$ cat src/rtl/branch_pkg.sv
// Shared types and constants for the branch control unit: FSM states, control opcodes, branch-target table.
package branch_pkg;

  typedef enum logic [1:0] {
    ST_IDLE   = 2'd0,
    ST_LAUNCH = 2'd1,
    ST_RUN    = 2'd2,
    ST_HALTED = 2'd3
  } state_t;

  localparam logic [3:0] OP_BZ   = 4'b1100;
  localparam logic [3:0] OP_BN   = 4'b1101;
  localparam logic [3:0] OP_JMP  = 4'b1110;
  localparam logic [3:0] OP_HALT = 4'b1111;

  // Entry i is 8'h10*i, except the last which points at the top of the address space.
  localparam logic [7:0] BR_LUT [0:15] = '{
    8'h00, 8'h10, 8'h20, 8'h30, 8'h40, 8'h50, 8'h60, 8'h70,
    8'h80, 8'h90, 8'hA0, 8'hB0, 8'hC0, 8'hD0, 8'hE0, 8'hFF
  };

endpackage

$ cat src/rtl/branch_ctrl_unit_decode.sv
// Purely combinational control-opcode decode; resolves taken against the registered flags.
module br_decode
  import branch_pkg::*;
#(
  parameter int INST_W = 9
) (
  input  logic [INST_W-1:0] inst,
  input  logic              zero_q,
  input  logic              neg_q,
  output logic              branch,
  output logic              taken,
  output logic [7:0]        target,
  output logic              is_halt
);

  logic [3:0] w_opcode;
  logic [3:0] w_idx;
  logic       w_unused_bit;

  assign w_opcode     = inst[8:5];
  assign w_idx        = inst[3:0];
  assign w_unused_bit = inst[4];

  always_comb begin
    branch  = 1'b0;
    taken   = 1'b0;
    target  = 8'h00;
    is_halt = 1'b0;
    case (w_opcode)
      OP_BZ: begin
        branch = 1'b1;
        taken  = zero_q;
        target = BR_LUT[w_idx];
      end
      OP_BN: begin
        branch = 1'b1;
        taken  = neg_q;
        target = BR_LUT[w_idx];
      end
      OP_JMP: begin
        branch = 1'b1;
        taken  = 1'b1;
        target = BR_LUT[w_idx];
      end
      OP_HALT: is_halt = 1'b1;
      default: ;
    endcase
  end

endmodule

$ cat src/rtl/branch_ctrl_unit.sv
// Launch/run/halt sequencer for the fetch unit with flag register and saturating RUN-cycle counter.
module branch_ctrl_unit
  import branch_pkg::*;
#(
  parameter int                INST_W  = 9,
  parameter int                CNT_W   = 16,
  parameter logic [CNT_W-1:0]  TIMEOUT = 16'hFFFF
) (
  input  logic              clk,
  input  logic              rst_n,
  input  logic              go,
  input  logic [7:0]        prog_base,
  input  logic [INST_W-1:0] inst,
  input  logic              alu_zero,
  input  logic              alu_neg,
  input  logic              flag_we,
  output logic              start,
  output logic [7:0]        start_addr,
  output logic              branch,
  output logic [7:0]        target,
  output logic              taken,
  output logic              halt,
  output logic              done,
  output logic              timeout,
  output logic [CNT_W-1:0]  cycle_cnt
);

  state_t           r_state;
  logic [7:0]       r_base;
  logic             r_zero;
  logic             r_neg;
  logic [CNT_W-1:0] r_cnt;
  logic             r_done;
  logic             r_timeout;

  logic             w_branch;
  logic             w_taken;
  logic [7:0]       w_target;
  logic             w_is_halt;
  logic             w_run;
  logic [CNT_W-1:0] w_limit;

  assign w_run   = (r_state == ST_RUN);
  assign w_limit = TIMEOUT - 1'b1;

  br_decode #(.INST_W(INST_W)) u_decode (
    .inst    (inst),
    .zero_q  (r_zero),
    .neg_q   (r_neg),
    .branch  (w_branch),
    .taken   (w_taken),
    .target  (w_target),
    .is_halt (w_is_halt)
  );

  always_ff @(posedge clk or negedge rst_n) begin
    if (!rst_n) begin
      r_state   <= ST_IDLE;
      r_base    <= 8'h00;
      r_zero    <= 1'b0;
      r_neg     <= 1'b0;
      r_cnt     <= '0;
      r_done    <= 1'b0;
      r_timeout <= 1'b0;
    end else begin
      case (r_state)
        ST_IDLE, ST_HALTED: begin
          if (go) begin
            r_base  <= prog_base;
            r_state <= ST_LAUNCH;
          end
        end
        ST_LAUNCH: begin
          r_zero    <= 1'b0;
          r_neg     <= 1'b0;
          r_cnt     <= '0;
          r_done    <= 1'b0;
          r_timeout <= 1'b0;
          r_state   <= ST_RUN;
        end
        ST_RUN: begin
          if (flag_we) begin
            r_zero <= alu_zero;
            r_neg  <= alu_neg;
          end
          if (r_cnt != '1) r_cnt <= r_cnt + 1'b1;
          // HALT wins over a coincident timeout so a program finishing on the last cycle reports done.
          if (w_is_halt) begin
            r_done  <= 1'b1;
            r_state <= ST_HALTED;
          end else if (r_cnt == w_limit) begin
            r_timeout <= 1'b1;
            r_state   <= ST_HALTED;
          end
        end
        default: r_state <= ST_IDLE;
      endcase
    end
  end

  always_comb begin
    start = 1'b0;
    halt  = 1'b1;
    case (r_state)
      ST_IDLE:   begin start = 1'b1; halt = 1'b1; end
      ST_LAUNCH: begin start = 1'b1; halt = 1'b0; end
      ST_RUN:    begin start = 1'b0; halt = w_is_halt; end
      default:   begin start = 1'b0; halt = 1'b1; end
    endcase
  end

  assign start_addr = r_base;
  assign branch     = w_run & w_branch;
  assign taken      = w_run & w_taken;
  assign target     = w_run ? w_target : 8'h00;
  assign done       = r_done;
  assign timeout    = r_timeout;
  assign cycle_cnt  = r_cnt;

endmodule

$ cat config.mk
export PLATFORM = sky130hd
export DESIGN_NAME = branch_ctrl_unit
export DESIGN_NICKNAME = d
export VERILOG_FILES = /design/src/rtl/branch_pkg.sv /design/src/rtl/branch_ctrl_unit_decode.sv /design/src/rtl/branch_ctrl_unit.sv
export SDC_FILE = /design/constraint.sdc
export NUM_CORES = 1
export LEC_CHECK = 0
export CELL_PAD_IN_SITES_DETAIL_PLACEMENT = 0
export CELL_PAD_IN_SITES_GLOBAL_PLACEMENT = 1
export CORE_MARGIN = 4
export CORE_UTILIZATION = 33
export DETAILED_ROUTE_END_ITERATION = 7
export PLACE_DENSITY = 0.9
export SLEW_MARGIN = 15
export SYNTH_ARGS = -nofsm -noshare
export SYNTH_HDL_FRONTEND = slang
export SYNTH_SLANG_ARGS = --single-unit
$ cat constraint.sdc
create_clock -name clk -period 2.46 [get_ports clk]
set_clock_uncertainty 0.2 [all_clocks]
set_input_delay 0.492 -clock clk [delete_from_list [all_inputs] [get_ports clk]]
set_output_delay 0.492 -clock clk [all_outputs]
set_load 0.005 [all_outputs]
======== Word-level counts from Yosys, hierarchy flattened ========
Memories as Yosys holds them, arrays and structs flattened.
Index checks and enable logic that the tools add are counted.
operators by class
  $add $sub $neg .......................... 1
  multipliers ............................. 0
  divide/modulo/power cells ............... 0
  magnitude comparators ................... 1
  eq/ne operators ......................... 16
  shifts and indexed selects .............. 0
  multiplexer cells ....................... 24
  bitwise logic cells ..................... 3
  reduce and logical (&&, ||, !) cells .... 11
operators with widths
  kind                   number
  $mux 8                 4
  $pmux 16 s2            1
  $add 16x1->16 const B  1
  $eq 16x16->1 const B   1
  $eq 4x4->1 const B     4
  $mux 16                1
  $ne 16x16->1 const B   1
  $pmux 1 s2             5
  $reduce_and 2->1       5
  $mux 1                 8
  $ne 2x2->1 const B     4
  $mux 2                 3
  $pmux 2 s3             1
  $ge 5x5->1 const B     1
  $not 4->5              1
  $eq 2x2->1 const B     2
  $ne 2x1->1 const B     2
  $reduce_or 2->1        2
  $ne 3x2->1 const B     1
  $pmux 1 s3             1
  $reduce_and 3->1       1
  $reduce_or 3->1        1
  $and 1x1->1            2
  $eq 2x1->1 const B     1
  other kinds (2)        2
word-level totals
  flip-flop bits (word level) ............. 30
  latch bits .............................. 0
  memory bits (writable) .................. 0
  ROM bits ................................ 128
  input bits .............................. 23
  output and inout port bits .............. 38
  word-level logic and storage cells ...... 64
  memories ................................ 1
memory list
  memory            words  width  read ports  clocked after memory_dff  write ports  RTL line                       source
  (name not given)  16     8      1           0                         0            branch_ctrl_unit_decode.sv:43  target = BR_LUT[w_idx];

======== Longest topological paths before layout ========
Gate-level depths: netlist (run 1).
  depth after elaboration ................. 6
  depth in mapped cells ................... 8
  mapped depth without buffers ............ 6

======== Cells and area by module ========
Synthesis (run 1) repeated with hierarchy kept, for this count alone.
second synthesis, totals
  cell total of the unflattened synthesis .. 170
  area, all modules ....................... 1767.9 um^2
by module, submodules not included
  module            times used  cells an instance  area an instance (um^2)  sequential area each (um^2)
  branch_ctrl_unit  1           153                1637.8                   750.7
  br_decode         1           17                 130.1                    0.0

======== Least setup slack after synthesis (run 1) ========
Ideal clock, no wire load.
  path kind ............................... flip-flop to output port
  from .................................... register r_state[0]
  to ...................................... output target[1]
  arrival time ............................ 1.668 ns
  required time ........................... 1.768 ns
  path slack .............................. 0.100 ns
  stages on the path, launching flop included .. 9
  buffers on the path ..................... 2
  cells stage by stage .................... dfrtp_1 -> inv_1 -> ha_1 -> buf_4 -> nand3_1 -> a21oi_1 -> and2_1 -> and4_1 -> buf_4
on the way
  cells in the longest elaborated chain, start to end .. 2
RTL lines
  element                 RTL line                 source
  from (decl)             branch_ctrl_unit.sv:28   state_t r_state;
  from (signal assigned)  branch_ctrl_unit.sv:58   r_state <= ST_IDLE;
  from (signal assigned)  branch_ctrl_unit.sv:70   r_state <= ST_LAUNCH;
  from (signal assigned)  branch_ctrl_unit.sv:79   r_state <= ST_RUN;
  $eq 2x2->1              branch_ctrl_unit.sv:43   assign w_run = (r_state == ST_RUN);
  via w_run               branch_ctrl_unit.sv:40   logic w_run;
  $mux 8                  branch_ctrl_unit.sv:115  assign target = w_run ? w_target : 8'h00;
  to (decl)               branch_ctrl_unit.sv:20   output logic [7:0] target,
The timed path passes the listed nets, and every way through them passes these cells.

======== Final worst setup path (run 1) ========
  from .................................... input inst[6]
  to ...................................... output target[0]
on the way
  cells in the longest elaborated chain, start to end .. 4
  elaborated cells between the ends (all ways) .. 6
  classes of those cells .................. eq/ne (3); mux (2); reduce/logical (1)
RTL lines
  element                             RTL line                       source
  from (decl)                         branch_ctrl_unit.sv:13         input logic [INST_W-1:0] inst,
  $eq 4x4->1                          branch_ctrl_unit_decode.sv:29  case (w_opcode)
  $reduce_or 3->1 (no source line) *  --
  $mux 8 *                            --
  $mux 8 *                            branch_ctrl_unit.sv:115
Every way passes the cells marked *; elsewhere a longest branch is shown, timed or not.

==> results of run 1 <==
[per-layer routing]
layer,vias up,global-route usage,part of all wire
met5,-,0,0
met4,0,0.0456,0.014
met3,6,0.0471,0.079
met2,53,0.241,0.47
met1,737,0.188,0.43
li1,758,-,-
[sequential cells by signal, indices dropped and copies added (netlist names)]
name	count
cycle_cnt	16
start_addr	8
r_state	2
done	1
r_neg	1
r_zero	1
timeout	1
[report_power, final]
part | leakage [nW] | switching, mW | internal (mW)
Combinational | 0.675 | 0.331 | 0.423
Sequential | 0.392 | 0.0750 | 0.607
Clock | 0.0482 | 0.184 | 0.225
[worst paths after layout]
check	to	slack, ps	cells after the start
setup / recovery	target[0]	60	5
hold reg to reg	start_addr[7]	280	1
max in group asynchronous	cycle_cnt[14]	1360	2
hold / removal	start_addr[7]	280	1
min in group asynchronous	cycle_cnt[12]	390	2
setup reg to reg	cycle_cnt[15]	380	7
[cells in the mapped netlist, drive strengths merged]
library cell	instances	area share
a2111oi	2	0.018
a211oi	2	0.0088
a21oi	8	0.023
a311oi	1	0.0088
a31oi	2	0.0073
and2	6	0.022
and4	3	0.015
buf	4	0.018
clkbuf	2	0.0044
dfrtp	30	0.44
ha	6	0.044
inv	8	0.018
mux2	8	0.053
mux2i	11	0.064
nand2	24	0.054
nand2b	1	0.0036
nand3	7	0.020
nand4	5	0.034
nor2	5	0.011
nor2b	2	0.0073
nor3	5	0.015
nor3b	2	0.0088
nor4	5	0.039
o211ai	1	0.0044
o21a	2	0.0088
o21ai	11	0.032
o22ai	2	0.0073
o311a	1	0.0058
or2	1	0.0036
or4	1	0.0044
[critical path, stage by stage]
cell,delay [ps]
clkdlybuf4s50_1,460
a21oi_2,180
and2_4,160
and4_4,220
clkdlybuf4s15_2,200
[metrics by stage]
stage                     worst slack (ps)  TNS, ps  cell area [um^2]  cells   util
after floorplan                        100        0              1720    168      -
after global placement                -350    -2560              2430    299  0.499
after detailed placement              -383    -2780              2430    299  0.499
after CTS                            -9.45    -14.2              2550    310  0.522
after global routing                  5.65        0              2550    310  0.523
final                                 55.0        0              2550    310  0.523
[logic make-up after synthesis]
kind of cell	share of synthesized area
simple gates	0.239
flops	0.438
mux	0.117
fa+ha+maj	0.0438
buf+inv	0.0394
compound gates	0.124
[cell type report]
class / instances / share of cell area
Multi-Input combinational cell: 124 / 0.363
Sequential cell: 30 / 0.294
Timing Repair Buffer: 73 / 0.263
Clock buffer: 7 / 0.0338
Tap cell: 67 / 0.0328
Inverter: 8 / 0.0118
Clock inverter: 1 / 0.00196
[repair_timing]
item	CTS	global route
setup endpoints to repair	12	9
gates resized for setup	25	13
setup buffers	3	0
pin swaps	3	3
==> results.ini, run 1 <==
[flow_run]
drv_cap=0

[sta]
final_hold_viol_count=0
finalCriticalPeriod_ps=2400
slew_headroom=0.676
setup_violations=0
fmax_mhz=416
grt_setup_unrepaired=false
tightest_slew_ps=485
period_share=0.978
fin_hold_ws_ps=284
final_max_slew_viol_count=0

[synth]
ys_seq_area_frac=0.438
syn-num-nets=197
syn_avg_cell_area_um2=10.2
synth_warnings=0
ys_ff_latch=30
synthCells=168
yosys.cell_types.count=38
synth_area_um2=1720

[power]
power_density_nw_per_um2=722
power.total_mw=1.84
peakVddDrop_v=0.000529
p_leak_nw=1.12

[placement]
numPortBuffers=59
hpwl_um=3250
gp_congestion=0.772

[cells_and_area]
final_common_cell=clkdlybuf4s50_1
multi_input_comb_area_um2=926
layout-drive-gt1-share=0.206
regArea_um2=751
area_growth_pct=48.9
final_cell_mix=45 x clkdlybuf4s50_1, 30 x dfrtp_1, 23 x nand2_1
n_antenna_cell=0
nFillCells=452
nets=271

[floorplanning]
die_height_um=80.1
dieWidth_um=80.1
dieArea_um2=6420
core_region_area_um2=4880
start_util=0.352
io-pin-count=61
rows=25

[setup_path]
crit_path_start_kind=input port
cp-startpoint=inst[6]
path_class=in -> out
crit_required_ps=1770
worstSetupEndpointType=output port
critPathMaxFanout=4
r2r-start=r_state[0]
cp.arrival_ps=1710

[drt]
drcViolationCount=0
initialDrtViolationCount=63
drtAntennaViolNets=0
vias=1554
wire_per_inst_um=14.2
first_pass_iters=4
drt-total-wl_um=4400
avgViaCountPerCell=5.01

[status]
status=finished clean

[clock_tree]
insertion_delay_ps=290
htreeDepth=2
ctsLongestPathBuffers=2
cts_sinks=30
path_clk_slew_ps=60
cts_root_buffer=clkbuf_8
holdBufCountCts=0
cts_buffers=5
cts_tree=yes

[global_routing]
grt_pass1_wl_um=7480
grt_start_max_net_pins=31
grt_pass1_vias=1561
grt_usage=0.148
antenna_found_initial=0
grt_overflow=0

[worst_hold_path]
min_path_type=reg -> reg
min_from=start_addr[7]

No activity file was read; power rests on OpenSTA's default activity.
==> inputs of run 2 (changes only) <==
--- a/config.mk
+++ b/config.mk
@@ -7,7 +7,7 @@
 export LEC_CHECK = 0
 export CELL_PAD_IN_SITES_DETAIL_PLACEMENT = 0
 export CELL_PAD_IN_SITES_GLOBAL_PLACEMENT = 1
-export CORE_MARGIN = 4
+export CORE_MARGIN = 3
 export CORE_UTILIZATION = 33
 export DETAILED_ROUTE_END_ITERATION = 7
 export PLACE_DENSITY = 0.9
==> run 2 against run 1 <==
Against the previous run:
- die area is 4.9% lower
- critical path depth up 2
- sequential cell count is the same
- sequential power is essentially flat
- setup slack improved by 24 ps
- via count increased by 0.32%
- non-clock buffer count did not move
- core utilization is 0.10 points higher
- clock power up 2%
- worst hold slack better by 4.4 ps
- count of clock-buffer cells in the layout unchanged
- routed wire length down 1.2%
- critical endpoint is now target[3]
- largest power group unchanged
==> results.ini, run 2 (same netlist as run 1, synthesis figures left out) <==
[status]
status=finished clean

[global_routing]
antenna_found_initial=0  ; unchanged
grt_overflow=0  ; unchanged
grt_pass1_vias=1509  ; -3.3%
grt_start_max_net_pins=31  ; unchanged
grt_usage=0.152  ; +0.00343
grt_pass1_wl_um=7400  ; -1.1%

[floorplanning]
core_region_area_um2=4880  ; unchanged
dieWidth_um=78.1  ; -2.5%
io-pin-count=61  ; unchanged
rows=25  ; unchanged
start_util=0.352  ; unchanged
dieArea_um2=6100  ; -4.9%
die_height_um=78.1  ; -2.5%

[sta]
fin_hold_ws_ps=288  ; +4.41 ps
setup_violations=0  ; unchanged
period_share=0.968  ; -0.00986
tns_ps=0  ; unchanged
final_max_slew_viol_count=0  ; unchanged
grt_setup_unrepaired=false
finalCriticalPeriod_ps=2380  ; -24.2 ps
tightest_slew_ps=485  ; +0.423 ps
final_hold_viol_count=0  ; unchanged
slew_headroom=0.676  ; about the same
fmax_mhz=420  ; +1.0%

[setup_path]
critPathMaxFanout=4  ; unchanged
path_class=reg -> out
cp_slowest_stage_delay_ps=390  ; -70 ps
worstSetupEndpointType=output port
path_cells=inv_2 -> ha_4 -> nand3_1 -> a21oi_2 -> and2_4 -> and4_4 -> clkdlybuf4s15_2
crit_required_ps=1770  ; about the same
cp.arrival_ps=1690  ; -20 ps
worst_path_max_delay_cell=dfrtp_1
crit_path_start_kind=flip-flop
cp.buffers_inverters=2  ; unchanged
critPathTopFamily=simple AND/OR/NAND/NOR gates

[cells_and_area]
nets=271  ; unchanged
finalCoreUtilization=0.524  ; +0.00103
final_common_cell=clkdlybuf4s50_1
area_growth_pct=49.2
largest_reg_flops=16  ; unchanged
layout-drive-gt1-share=0.198  ; -0.00823
nFillCells=465  ; +2.9%
layout.cells.non_filler=310  ; unchanged
final_cell_mix=43 x clkdlybuf4s50_1, 30 x dfrtp_1, 23 x nand2_1
n_antenna_cell=0  ; unchanged

[clock_tree]
ctsLongestPathBuffers=2  ; unchanged
insertion_delay_ps=290  ; about the same
cts_buffers=5  ; unchanged
cts_tree=yes
htreeDepth=2  ; unchanged
cts_root_buffer=clkbuf_8
path_clk_slew_ps=60  ; about the same
cts_sinks=30  ; unchanged

[drt]
wire_per_inst_um=14.0  ; -1.2%
drcViolationCount=0  ; unchanged
drtAntennaViolNets=0  ; unchanged
initialDrtViolationCount=104  ; +65%
vias=1559  ; +0.32%
avgViaCountPerCell=5.03  ; +0.32%
first_pass_iters=4  ; unchanged
drt-total-wl_um=4350  ; -1.2%

[power]
p_leak_nw=1.11  ; -0.80%
power_density_nw_per_um2=737  ; +2.1%
peakVddDrop_v=0.000469  ; -11%

[placement]
numPortBuffers=59  ; unchanged
hpwl_um=3230  ; -0.55%
gp_congestion=0.771  ; about the same
numPlacedInstances=299  ; unchanged

[flow_run]
drv_cap=0  ; unchanged

[worst_hold_path]
min_path_type=reg -> reg

## run 2: path summary, 6_finish.rpt
path	depth (start not counted)	to	slack (ps)	start
max	7	target[3]	80	r_state[0]
min	1	start_addr[7]	290	start_addr[7]
max reg2reg	7	cycle_cnt[15]	400	r_state[0]
min reg2reg	1	start_addr[7]	290	start_addr[7]
max in group asynchronous	2	r_state[0]	1360	rst_n
min in group asynchronous	2	cycle_cnt[8]	400	rst_n
## run 2: worst reg2reg max path: stages, from the launching register on
cell     delay (ps)
dfrtp_1         390
inv_2            80
ha_4            130
buf_4           150
and4_1          230
nand2_2         140
nor4_1          440
mux2i_1         230
## run 2: area by class of cell
class                   count  area, um^2  share of cell area
well taps                  67        83.8              0.0328
repair buffers             73         669               0.262
clock inverters             1        5.00             0.00196
flip-flops and latches     30         751               0.293
inverters                   8        30.0              0.0117
clock buffers               7        86.3              0.0337
multi-input cells         124         933               0.365
## run 2: power breakdown
group	internal (mW)	total [mW]	leakage (nW)	switching, mW
logic	0.447	0.788	0.666	0.341
clock network	0.225	0.418	0.0482	0.192
registers	0.606	0.681	0.392	0.0747
total	1.28	1.89	1.11	0.608
## run 2: what timing repair did
item                       CTS  global route
hold buffers                 0             0
pin swaps                    2             0
setup buffers                2             1
resized for setup           27             8
setup endpoints to repair   12             8
## run 2: metrics by stage
step | setup slack [ps] | total power [mW] | cell area (um^2)
CTS | 9.00 | 1.89 | 2550
global placement | -340 | 1.44 | 2430
detailed placement | -376 | 1.46 | 2430
floorplan | 100 | 1.04 | 1720
finish | 79.3 | 1.89 | 2560
global route | 2.95 | 2.03 | 2560
## run 2: layer usage
layer	track usage	wire length (um)	vias up
li1	-	-	759
met1	0.195	1990	748
met2	0.240	2010	45
met3	0.0424	264	7
met4	0.0629	84	0
met5	0	0	-
==> inputs of run 3 (changes only) <==
--- a/config.mk
+++ b/config.mk
@@ -10,7 +10,9 @@
 export CORE_MARGIN = 3
 export CORE_UTILIZATION = 33
 export DETAILED_ROUTE_END_ITERATION = 7
+export GPL_TIMING_DRIVEN = 1
 export PLACE_DENSITY = 0.9
+export SETUP_SLACK_MARGIN = 0.02
 export SLEW_MARGIN = 15
 export SYNTH_ARGS = -nofsm -noshare
 export SYNTH_HDL_FRONTEND = slang
==> run 3 against run 2 <==
Against the previous run:
- largest power group unchanged
- largest cell class unchanged
- cell count down 0.32%
- routed wire length decreased by 1.0%
- register-to-register slack about the same
- core utilization fell by 0.36 points
==> results.ini, run 3 (same netlist as run 1, synthesis figures left out) <==
[floorplanning]
io-pin-count=61  ; unchanged
dieArea_um2=6100  ; unchanged
start_util=0.352  ; unchanged
core_region_area_um2=4880  ; unchanged
dieWidth_um=78.1  ; unchanged
rows=25  ; unchanged
die_height_um=78.1  ; unchanged

[cells_and_area]
area_growth_pct=48.1
n_antenna_cell=0  ; unchanged
fin_area_um2=2540  ; -0.68%
multi_input_comb_area_um2=921  ; -1.3%
layout-drive-gt1-share=0.186  ; -0.0116
final_common_cell=clkdlybuf4s50_1
nFillCells=467  ; +0.43%
regArea_um2=751  ; unchanged
finalCoreUtilization=0.521  ; -0.00359
largest_reg_flops=16  ; unchanged
layout.cells.non_filler=309  ; -0.32%
final_cell_mix=43 x clkdlybuf4s50_1, 30 x dfrtp_1, 23 x nand2_1
nets=270  ; -0.37%

[global_routing]
grt_pass1_wl_um=7360  ; -0.55%
grt_use_met2=0.235  ; -0.00514
use_met1=0.196  ; +0.000721
grt_usage=0.151  ; -0.000973
antenna_found_initial=0  ; unchanged
grt_overflow=0  ; unchanged
grt_start_max_net_pins=31  ; unchanged
top_usage_layer=met2
grt_pass1_vias=1499  ; -0.66%
use_met3=0.0436  ; +0.00115

[sta]
setup_violations=0  ; unchanged
final_hold_viol_count=0  ; unchanged
fmax_mhz=427  ; +1.5%
tns_ps=0  ; unchanged
finalCriticalPeriod_ps=2340  ; -36.2 ps
final_max_slew_viol_count=0  ; unchanged
grt_setup_unrepaired=true
tightest_slew_ps=489  ; +3.19 ps
slew_headroom=0.673  ; -0.00213
period_share=0.953  ; -0.0147
timing.final.ws_setup_ps=115  ; +36.2 ps

[clock_tree]
holdBufCountCts=0  ; unchanged
cts_tree=yes
htreeDepth=2  ; unchanged
cts_root_buffer=clkbuf_8
cts_buffers=5  ; unchanged
ctsLongestPathBuffers=2  ; unchanged
path_clk_slew_ps=60  ; about the same
insertion_delay_ps=290  ; about the same
cts_sinks=30  ; unchanged

[flow_run]
drv_cap=0  ; unchanged

[setup_path]
worstSetupEndpointType=output port
critPathMaxFanout=4  ; unchanged
cp.buffers_inverters=2  ; unchanged
path_class=reg -> out
regToRegSetupSlack_ps=410  ; about the same
worst_path_max_delay_cell=dfrtp_1
r2r-start=r_state[0]
reg2reg_depth=7  ; unchanged
timing.rr.end=cycle_cnt[15]
crit_required_ps=1770  ; about the same
cp_slowest_stage_delay_ps=390  ; about the same
critPathTopFamily=simple AND/OR/NAND/NOR gates
path_cells=inv_2 -> ha_4 -> nand3_1 -> a21oi_2 -> and2_4 -> and4_4 -> clkdlybuf4s15_1
crit_path_start_kind=flip-flop
cp.arrival_ps=1650  ; -40 ps

[worst_hold_path]
hold_path_depth=1  ; unchanged
min_path_type=reg -> reg
min_from=start_addr[7]
whs_endpoint=start_addr[7]

[placement]
place_area_um2=2430  ; unchanged
numPlacedInstances=299  ; unchanged
numPortBuffers=59  ; unchanged
hpwl_um=3230  ; unchanged
preCtsSetupSlack_ps=-376  ; unchanged
gp_congestion=0.771  ; unchanged

[drt]
initialDrtViolationCount=101  ; -2.9%
drcViolationCount=0  ; unchanged
first_pass_iters=4  ; unchanged
avgViaCountPerCell=4.96  ; -1.3%
vias=1533  ; -1.7%
drt-total-wl_um=4300  ; -1.0%
wire_per_inst_um=13.9  ; -0.69%
drtAntennaViolNets=0  ; unchanged

[power]
p_leak_nw=1.09  ; -1.2%
peakVddDrop_v=0.000486  ; +3.4%
power_density_nw_per_um2=727  ; -1.4%

[status]
status=finished clean

[run 3: through the flow]
step           power [mW]  hold slack [ps]
2_1_floorplan        1.04            -3.59
3_5_place_dp         1.46              277
3_3_place_gp         1.44              268
4_1_cts              1.87              292
6_report             1.85              288
5_1_grt              2.00              304
[run 3: where the power goes]
| group | switching, mW | internal [mW] | total, mW |
|---|---|---|---|
| Combinational | 0.327 | 0.420 | 0.747 |
| Sequential | 0.0759 | 0.606 | 0.682 |
| Clock | 0.193 | 0.225 | 0.418 |
| Total | 0.596 | 1.25 | 1.85 |
[run 3: cell type report]
type	instances	area share
Clock buffer	7	0.0340
Clock inverter	1	0.00197
Inverter	8	0.0118
Multi-Input combinational cell	124	0.362
Sequential cell	30	0.295
Tap cell	67	0.0330
Timing Repair Buffer	72	0.261
[run 3: how the worst max path moves through the flow]
stage / from / depth (start not counted) / endpoint / slack (ps)
3_3_place_gp: inst[8] / 6 / target[0] / -340
2_1_floorplan: r_state[0] / 8 / target[1] / 100
5_1_grt: r_state[0] / 7 / target[1] / 20
6_report: r_state[0] / 7 / target[1] / 120
4_1_cts: r_state[0] / 7 / target[1] / 30
3_5_place_dp: inst[8] / 6 / target[1] / -380
[run 3: per-layer routing]
layer | vias to the layer above | routed length, um
li1 | 753 | -
met1 | 720 | 1940
met2 | 53 | 1970
met3 | 7 | 315
met4 | 0 | 80
met5 | - | 0
[run 3: what timing repair did]
action                                  4_1_cts  5_1_grt
resized for setup                            27       10
pin swaps                                     5        2
setup buffers                                 2        0
cloned                                        0        0
endpoints found under the setup margin       12        7
